**config.mk**
```make
export PLATFORM = sky130hd
export DESIGN_NAME = neuron_mac_sigmoid_flat
export DESIGN_NICKNAME = d
export VERILOG_FILES = /design/src/rtl/neuron_mac_sigmoid_if.sv /design/src/rtl/neuron_mac_sigmoid.sv /design/src/flat_wrapper.sv
export SDC_FILE = /design/constraint.sdc
export NUM_CORES = 1
export LEC_CHECK = 0
export ABC_CLOCK_PERIOD_IN_PS = 7400
export BUFFER_PORTS_ARGS = -buffer_cell sky130_fd_sc_hd__buf_2
export CAP_MARGIN = 20
export CORE_ASPECT_RATIO = 0.5
export CORE_UTILIZATION = 67
export CTS_CLUSTER_DIAMETER = 150
export DETAILED_ROUTE_END_ITERATION = 7
export MAX_ROUTING_LAYER = met4
export PLACE_DENSITY = 0.87
export SYNTH_ARGS = -nofsm -noshare
export SYNTH_HDL_FRONTEND = slang
export SYNTH_SLANG_ARGS = --single-unit
```
**constraint.sdc**
```tcl
create_clock -name clk -period 7.4 [get_ports clk]
set_input_delay 1.48 -clock clk [delete_from_list [all_inputs] [get_ports clk]]
set_output_delay 1.48 -clock clk [all_outputs]
set_load 0.02 [all_outputs]
```
**src/rtl/neuron_mac_sigmoid_if.sv**
```systemverilog
// Operand/result bundle between the network controller and the sigmoid ALU.
// The controller drives weights, inputs, bias and strobes; the ALU returns the activation.
interface neuron_mac_sigmoid_if;
    logic [3:0] weight1;
    logic [3:0] weight2;
    logic [3:0] weight3;
    logic [3:0] weight4;
    logic [3:0] input1;
    logic [3:0] input2;
    logic [3:0] input3;
    logic [3:0] input4;
    logic [3:0] bias;
    logic       clear;
    logic       accumulate;
    logic [3:0] ALUOutput;
    logic       acc_sat;

    modport master (
        output weight1, weight2, weight3, weight4,
        output input1, input2, input3, input4,
        output bias, clear, accumulate,
        input  ALUOutput, acc_sat
    );

    modport slave (
        input  weight1, weight2, weight3, weight4,
        input  input1, input2, input3, input4,
        input  bias, clear, accumulate,
        output ALUOutput, acc_sat
    );
endinterface

```
**src/rtl/neuron_mac_sigmoid.sv**
```systemverilog
// Neuron ALU: 4-way Q1.2 x Q0.4 multiply, pipelined sum, saturating accumulator
// and a registered piecewise-linear sigmoid of (acc + bias).
module neuron_mac_sigmoid #(
    parameter int ACC_W     = 16,
    parameter int SIG_SHIFT = 4
) (
    input  logic                 clk,
    input  logic                 n_rst,
    neuron_mac_sigmoid_if.slave  bus
);

    localparam int PROD_W = 9;
    localparam int SUM_W  = 11;
    localparam int PRE_W  = ACC_W + 1;

    localparam logic signed [ACC_W-1:0] ACC_MAX_C = {1'b0, {(ACC_W-1){1'b1}}};
    localparam logic signed [ACC_W-1:0] ACC_MIN_C = {1'b1, {(ACC_W-1){1'b0}}};
    localparam logic signed [PRE_W-1:0] SIG_LO_C  = PRE_W'(-8);
    localparam logic signed [PRE_W-1:0] SIG_HI_C  = PRE_W'(7);
    localparam logic signed [PRE_W-1:0] SIG_MID_C = PRE_W'(8);

    // Signed Q1.2 weight times unsigned Q0.4 input; the 9-bit result never wraps.
    function automatic logic signed [PROD_W-1:0] mul_wx(input logic [3:0] w, input logic [3:0] x);
        logic signed [PROD_W-1:0] a;
        logic signed [PROD_W-1:0] b;
        a = {{(PROD_W-4){w[3]}}, w};
        b = {{(PROD_W-4){1'b0}}, x};
        return a * b;
    endfunction

    function automatic logic signed [SUM_W-1:0] sext_prod(input logic signed [PROD_W-1:0] p);
        return {{(SUM_W-PROD_W){p[PROD_W-1]}}, p};
    endfunction

    // One guard bit above the accumulator: its MSB is the true sign of the sum.
    function automatic logic signed [ACC_W:0] wide_add(input logic signed [ACC_W-1:0] a,
                                                       input logic signed [SUM_W-1:0] s);
        logic signed [ACC_W:0] a_ext;
        logic signed [ACC_W:0] s_ext;
        a_ext = {a[ACC_W-1], a};
        s_ext = {{(ACC_W+1-SUM_W){s[SUM_W-1]}}, s};
        return a_ext + s_ext;
    endfunction

    // 0.5 + x/4 in Q0.4; the arithmetic shift floors toward -inf before clamping.
    function automatic logic [3:0] sigmoid(input logic signed [PRE_W-1:0] pre);
        logic signed [PRE_W-1:0] sh;
        logic signed [PRE_W-1:0] off;
        sh  = pre >>> SIG_SHIFT;
        off = sh + SIG_MID_C;
        if (sh < SIG_LO_C) begin
            return 4'd0;
        end else if (sh > SIG_HI_C) begin
            return 4'd15;
        end else begin
            return off[3:0];
        end
    endfunction

    logic [3:0]               w_s [4];
    logic [3:0]               x_s [4];
    logic signed [PROD_W-1:0] prod_d [4];
    logic signed [PROD_W-1:0] prod_q [4];
    logic signed [SUM_W-1:0]  sum_d;
    logic signed [SUM_W-1:0]  sum_q;
    logic signed [ACC_W-1:0]  acc_d;
    logic signed [ACC_W-1:0]  acc_q;
    logic                     acc_sat_d;
    logic                     acc_sat_q;
    logic [3:0]               alu_d;
    logic [3:0]               alu_q;
    logic signed [ACC_W:0]    acc_wide_s;
    logic signed [PRE_W-1:0]  bias_ext_s;
    logic signed [PRE_W-1:0]  pre_s;

    assign w_s[0] = bus.weight1;
    assign w_s[1] = bus.weight2;
    assign w_s[2] = bus.weight3;
    assign w_s[3] = bus.weight4;
    assign x_s[0] = bus.input1;
    assign x_s[1] = bus.input2;
    assign x_s[2] = bus.input3;
    assign x_s[3] = bus.input4;

    // Stage 1 products and stage 2 sum of the registered products.
    always_comb begin
        for (int i = 0; i < 4; i++) begin
            prod_d[i] = mul_wx(w_s[i], x_s[i]);
        end
        sum_d = sext_prod(prod_q[0]) + sext_prod(prod_q[1])
              + sext_prod(prod_q[2]) + sext_prod(prod_q[3]);
    end

    // Accumulator with clear priority and clamp-on-overflow.
    always_comb begin
        acc_d      = acc_q;
        acc_sat_d  = acc_sat_q;
        acc_wide_s = wide_add(acc_q, sum_q);
        if (bus.clear) begin
            acc_d     = '0;
            acc_sat_d = 1'b0;
        end else if (bus.accumulate) begin
            if (acc_wide_s[ACC_W] != acc_wide_s[ACC_W-1]) begin
                acc_d     = acc_wide_s[ACC_W] ? ACC_MIN_C : ACC_MAX_C;
                acc_sat_d = 1'b1;
            end else begin
                acc_d     = acc_wide_s[ACC_W-1:0];
                acc_sat_d = acc_sat_q;
            end
        end else begin
            acc_d     = acc_q;
            acc_sat_d = acc_sat_q;
        end
    end

    // Bias stays outside the accumulator; align Q1.2 to the Q.6 accumulator grid.
    always_comb begin
        bias_ext_s = {{(PRE_W-8){bus.bias[3]}}, bus.bias, 4'b0000};
        pre_s      = {acc_q[ACC_W-1], acc_q} + bias_ext_s;
        alu_d      = sigmoid(pre_s);
    end

    // Pipeline, accumulator and activation registers.
    always_ff @(posedge clk or negedge n_rst) begin
        if (!n_rst) begin
            for (int i = 0; i < 4; i++) begin
                prod_q[i] <= '0;
            end
            sum_q     <= '0;
            acc_q     <= '0;
            acc_sat_q <= 1'b0;
            alu_q     <= 4'd0;
        end else begin
            for (int i = 0; i < 4; i++) begin
                prod_q[i] <= prod_d[i];
            end
            sum_q     <= sum_d;
            acc_q     <= acc_d;
            acc_sat_q <= acc_sat_d;
            alu_q     <= alu_d;
        end
    end

    assign bus.ALUOutput = alu_q;
    assign bus.acc_sat   = acc_sat_q;

endmodule

```
**src/flat_wrapper.sv**
```systemverilog
// flat-port wrapper written by rule: the top's interface ports become plain ports
module neuron_mac_sigmoid_flat 
#(
    parameter int ACC_W     = 16,
    parameter int SIG_SHIFT = 4
)
  (clk, n_rst, bus_weight1, bus_weight2, bus_weight3, bus_weight4, bus_input1, bus_input2, bus_input3, bus_input4, bus_bias, bus_clear, bus_accumulate, bus_ALUOutput, bus_acc_sat);
  neuron_mac_sigmoid_if bus_i ();
  input  logic clk;
  input  logic n_rst;
  input wire logic [$bits(bus_i.weight1)-1:0] bus_weight1;
  input wire logic [$bits(bus_i.weight2)-1:0] bus_weight2;
  input wire logic [$bits(bus_i.weight3)-1:0] bus_weight3;
  input wire logic [$bits(bus_i.weight4)-1:0] bus_weight4;
  input wire logic [$bits(bus_i.input1)-1:0] bus_input1;
  input wire logic [$bits(bus_i.input2)-1:0] bus_input2;
  input wire logic [$bits(bus_i.input3)-1:0] bus_input3;
  input wire logic [$bits(bus_i.input4)-1:0] bus_input4;
  input wire logic [$bits(bus_i.bias)-1:0] bus_bias;
  input wire logic [$bits(bus_i.clear)-1:0] bus_clear;
  input wire logic [$bits(bus_i.accumulate)-1:0] bus_accumulate;
  output wire logic [$bits(bus_i.ALUOutput)-1:0] bus_ALUOutput;
  output wire logic [$bits(bus_i.acc_sat)-1:0] bus_acc_sat;
  assign bus_i.weight1 = bus_weight1;
  assign bus_i.weight2 = bus_weight2;
  assign bus_i.weight3 = bus_weight3;
  assign bus_i.weight4 = bus_weight4;
  assign bus_i.input1 = bus_input1;
  assign bus_i.input2 = bus_input2;
  assign bus_i.input3 = bus_input3;
  assign bus_i.input4 = bus_input4;
  assign bus_i.bias = bus_bias;
  assign bus_i.clear = bus_clear;
  assign bus_i.accumulate = bus_accumulate;
  assign bus_ALUOutput = bus_i.ALUOutput;
  assign bus_acc_sat = bus_i.acc_sat;
  neuron_mac_sigmoid #(.ACC_W(ACC_W), .SIG_SHIFT(SIG_SHIFT)) u_core (.clk(clk), .n_rst(n_rst), .bus(bus_i));
endmodule
```
Yosys cells after proc, flatten, opt, wreduce, memory -nomap -nowiden
Cells that the tools add are included.
{"block": "word_totals", "register_bits": 68, "inputBits": 40, "out_inout_bits": 5, "elab_cells": 33}
{"block": "classes", "n_addsub": 6, "mul": 4, "order_cmp": 2, "eq_ne": 1, "mux": 9, "n_reduce_logical": 3}
{"operator": "16-bit two-way mux", "n": 4}
{"operator": "4-bit by 5-bit multiplier with 9-bit output", "n": 4}
{"operator": "16-bit by 11-bit adder with 17-bit output", "n": 1}
{"operator": "16-bit by 8-bit adder with 17-bit output", "n": 1}
{"operator": "13-bit by 4-bit > comparator with 1-bit output, second input constant", "n": 1}
{"operator": "13-bit by 4-bit less-than comparator with 1-bit output, second input constant", "n": 1}
{"operator": "10-bit by 9-bit adder with 11-bit output", "n": 1}
{"operator": "11-bit by 9-bit adder with 11-bit output", "n": 1}
{"operator": "9-bit by 9-bit adder with 10-bit output", "n": 1}
{"operator": "4-bit two-way mux", "n": 2}
{"operator": "4-bit adder, second input constant", "n": 1}
{"operator": "2-bit nonzero test", "n": 2}
{"operator": "1-bit two-way mux", "n": 3}
{"operator": "2-bit AND reduction", "n": 1}
{"operator": "1-bit inequality test", "n": 1}

Depth between registers and ports, before layout
{"block": "logic_depth", "word_depth": 5, "depth_mapped": 14, "mapped_depth_nobuf": 14}

Least setup slack after synthesis
OpenSTA, ideal clock, no wires.
{"block": "synth_timing", "kind": "input-to-reg", "start": "input bus_input1[0]", "end": "register u_core.prod_q[34] (netlist bit)", "setup_time_ns": 0.080, "t_arrival_ns": 4.158, "required_ns": 7.320, "path_slack_ns": 3.162, "path_stages": 11, "n_path_buf": 0, "path_cell_list": "nand2b_1 fa_1 fa_1 fa_1 inv_1 ha_1 fa_1 a21oi_1 nor2_1 nor2_1 xnor2_1"}
{"item": "start: declaration", "line": "flat_wrapper.sv:15", "rtl": "input wire logic [$bits(bus_i.input1)-1:0] bus_input1;"}
{"item": "end signal: indexed assignment", "line": "neuron_mac_sigmoid.sv:135", "rtl": "prod_q[i] <= prod_d[i];"}
{"item": "end: declaration", "line": "neuron_mac_sigmoid.sv:63", "rtl": "logic signed [PROD_W-1:0] prod_q [4];"}

==> results.txt <==
----------------------------------------------------
[Run status]
  Run status ... complete, no violations

[CTS]
  Worst-skew pair later-pin latency ... 0.33 ns
  Number of gates given a new drive strength after cts ... 0
  CTS clock-pin slew for the worst setup and hold paths ... 0.05 ns
  Number of buffers inserted during clock tree synthesis ... 9
  Post-CTS Setup Repair Bufs ... 0
  TritonCTS clock tree ... built
  Clock root cell ... clkbuf_16
  Clock Tree Buf Depth ... 2
  Number of sinks driven by the clock tree ... 68
  Hold-fix buffers at CTS ... 0
  H-tree levels ... 3

[Synth]
  Cell Area, Synth ... 6430 sq um
  Post-Synthesis Cells ... 640
  Post-Syn Nets ... 827
  Per-instance average area after synthesis ... 10.0 sq um
  Async SR Flop Fraction ... 1.00
  Post-synthesis register bit count ... 68
  Unique cell type count in the Yosys netlist ... 62
  Yosys synthesis warning count ... 0
  Most instantiated flip-flop cell in the synthesis netlist ... dfrtp_1
  Sequential cell area fraction in the yosys report ... 0.265
  Number of enable-type register cells in the synthesized netlist ... 0

[Final layout]
  Antenna diodes ... 0
  Commonest cells after routing, fill and taps aside ... 106 x ha_1, 79 x inv_1, 68 x dfrtp_1, 44 x buf_2
  Final net count ... 874
  Fraction of final layout cells sized beyond drive strength 1 ... 0.134
  Most common cell after layout, fill and taps aside ... ha_1
  Cell Count, Final, Fillers Out ... 809
  Count of filler cells inserted in the layout ... 601
  Final standard cell utilization of the core ... 0.781
  Syn-to-layout area delta ... 9.46%

[GRT]
  Combined global-route utilization of all metal layers ... 0.292
  Overall overflow remaining after global route ... 0
  Wire length of the first global-routing pass ... 22100 microns
  Vias in the first global route ... 4821
  Initial antenna violation count ... 0
  Largest net degree at the start of global routing ... 69

[Place]
  Worst slack at placement ... 2.89 ns
  HPWL reported at the end of detailed placement ... 10000 microns
  Placer's final routability congestion estimate ... 0.915
  Dpl cells ... 793
  Port buffer count ... 44

[Worst setup path]
  Combined buffer and inverter count along the critical path ... 4
  Largest delay contributor family on the critical path ... adder cells
  Arrival time reported for the critical path endpoint ... 4.40 ns
  Worst path cell trace ... buf_2 -> nand2b_1 -> fa_1 -> fa_1 -> fa_1 -> inv_1 -> ha_1 -> inv_1 -> fa_1 -> inv_1 -> a21o_1 -> a21oi_1 -> xnor2_1
  Slowest cell on the critical path ... fa_1
  Endpoint class of the critical path ... register
  Critical path required time ... 7.62 ns
  Crit start category ... input port
  Slowest cell delay on critical path ... 0.59 ns
  Crit-path max FO ... 4
  Crit-path most repeated cell ... fa_1
  Type of the setup path with the least slack ... in2reg

[Timing]
  Final worst path period share ... 0.566
  Final Skew ... 0.00502 ns
  Final Max Slew Viols ... 0
  Final setup margin ... 3.22 ns
  Highest clock frequency the design can meet ... 0.239 GHz
  Worst slew margin relative to its limit ... 0.430
  Clock period minus final worst setup slack ... 4.18 ns
  Measured slew at the worst slew-check pin ... 0.856 ns
  Finish-stage setup viols ... 0
  Summed negative setup slack over all endpoints ... 0 ns
  Count of endpoints failing hold in the final timing report ... 0
  RSZ-0062 raised after global routing ... no

[Floorplan]
  Starting utilization of the core area ... 0.714
  Core Footprint ... 9010 sq um
  Die area ... 10000 sq um
  Overall die width ... 141 microns
  Number of I/O pins ... 45
  Die boundary height ... 71.3 microns
  Number of cell rows ... 24

[Power and ir drop]
  Int Power ... 1.68 mW
  Register share of total power ... 0.196
  Static leakage power ... 3.61 nW
  Clock network power share ... 0.131
  Portion of total power attributed to combinational logic ... 0.673
  VDD IR max ... 269 uV
  Psw ... 1.47 mW
  Design Power ... 3.14 mW
  Net Sw Frac ... 0.466
  Pwr Density ... 446 nW/um^2

[Routing]
  Routed Wire Length ... 12500 microns
  Drt wl/cell ... 15.5 microns
  Number of antenna-violating nets in the routed design ... 0
  Number of vias after detailed routing ... 4679
  Via density ... 5.78
  First-pass DRT Iterations ... 5
  DRC violation count after routing ... 0
  Initial detailed-routing violation count ... 213

[Worst hold path]
  Hold Path Class ... reg2reg

[Job]
  MaxCap Viol Count ... 0

----------------------------------------------------
## through the flow
stage	cell area (sq um)	hold WS, ns
finish	7040	0.508
global placement	6750	0.480
CTS	7040	0.503
floorplan	6430	0.456
global route	7040	0.530
detailed placement	6750	0.485
## state kept, by name, summed over array words and instances, names as in the netlist
name	count
u_core.bus.acc_sat	1
u_core.acc_q	16
u_core.prod_q	36
u_core.sum_q	11
u_core.bus.ALUOutput	4
## area by class of cell
cell class,instances,area (sq um),share of cell area
tap,117,146,0.0208
multi-input combinational,484,4380,0.622
clock inverter,5,52.6,0.00747
sequential,68,1700,0.242
timing repair buffer,45,228,0.0323
clock buffer,11,233,0.0331
inverter,79,297,0.0421
## worst register-to-register path: stages, from the launching register on
cell and delay [ns]:
dfrtp_1 0.39, inv_1 0.08, fa_1 0.44, fa_1 0.58, inv_1 0.07, ha_1 0.29, a21o_1 0.15, a21oi_1 0.21
o21bai_1 0.09, a21oi_1 0.22, o21ai_0 0.20, and4_1 0.25, nor3_1 0.28
## per-layer routing
layer,part of all wire,track usage,up-vias
met1,0.46,0.364,2287
met2,0.49,0.502,86
li1,-,-,2289
met3,0.032,0.0582,17
met4,0.015,0.0676,0
met5,0,-,-
## path summary, 6_finish.rpt
path | slack (ns) | end | cells after the start | startpoint
setup / recovery | 3.22 | u_core.prod_q[16] | 13 | bus_input3[0]
hold / removal | 0.51 | u_core.sum_q[0] | 1 | u_core.prod_q[27]
setup reg to reg | 4.04 | u_core.sum_q[10] | 12 | u_core.prod_q[11]
hold reg to reg | 0.51 | u_core.sum_q[0] | 1 | u_core.prod_q[27]
max in group asynchronous | 5.49 | u_core.acc_q[8] | 2 | n_rst
min in group asynchronous | 1.32 | u_core.prod_q[1] | 2 | n_rst
## power by group through the flow
stage	clock [mW]	sequential [mW]	combinational [mW]
floorplan	0	0.603	1.69
global placement	0	0.617	1.97
detailed placement	0	0.621	2.07
CTS	0.416	0.616	2.10
global route	0.435	0.631	2.36
finish	0.410	0.617	2.12
## cell families (layout without fill, tap and decap cells)
logic type / count (synthesis) / count (layout) / synth area share
xor+xnor: 42 / 42 / 0.0572
compound gates: 135 / 135 / 0.150
flops: 68 / 68 / 0.265
buf+inv: 88 / 140 / 0.0541
mux: 2 / 2 / 0.00506
simple gates: 158 / 158 / 0.136
fa+ha+maj: 147 / 147 / 0.334
## synthesized netlist by cell type (11+ instances only)
cell type  number  share of area
ha_1          106           0.21
inv_1          79          0.046
dfrtp_1        68           0.26
a21oi_1        41          0.032
fa_1           41           0.13
nor2_1         40          0.023
and2_1         32          0.031
nand2_1        28          0.016
xnor2_1        27          0.037
a21o_1         16          0.019
xor2_1         15          0.020
o21ai_0        11         0.0086
No activity file was read; power rests on OpenSTA's default activity.
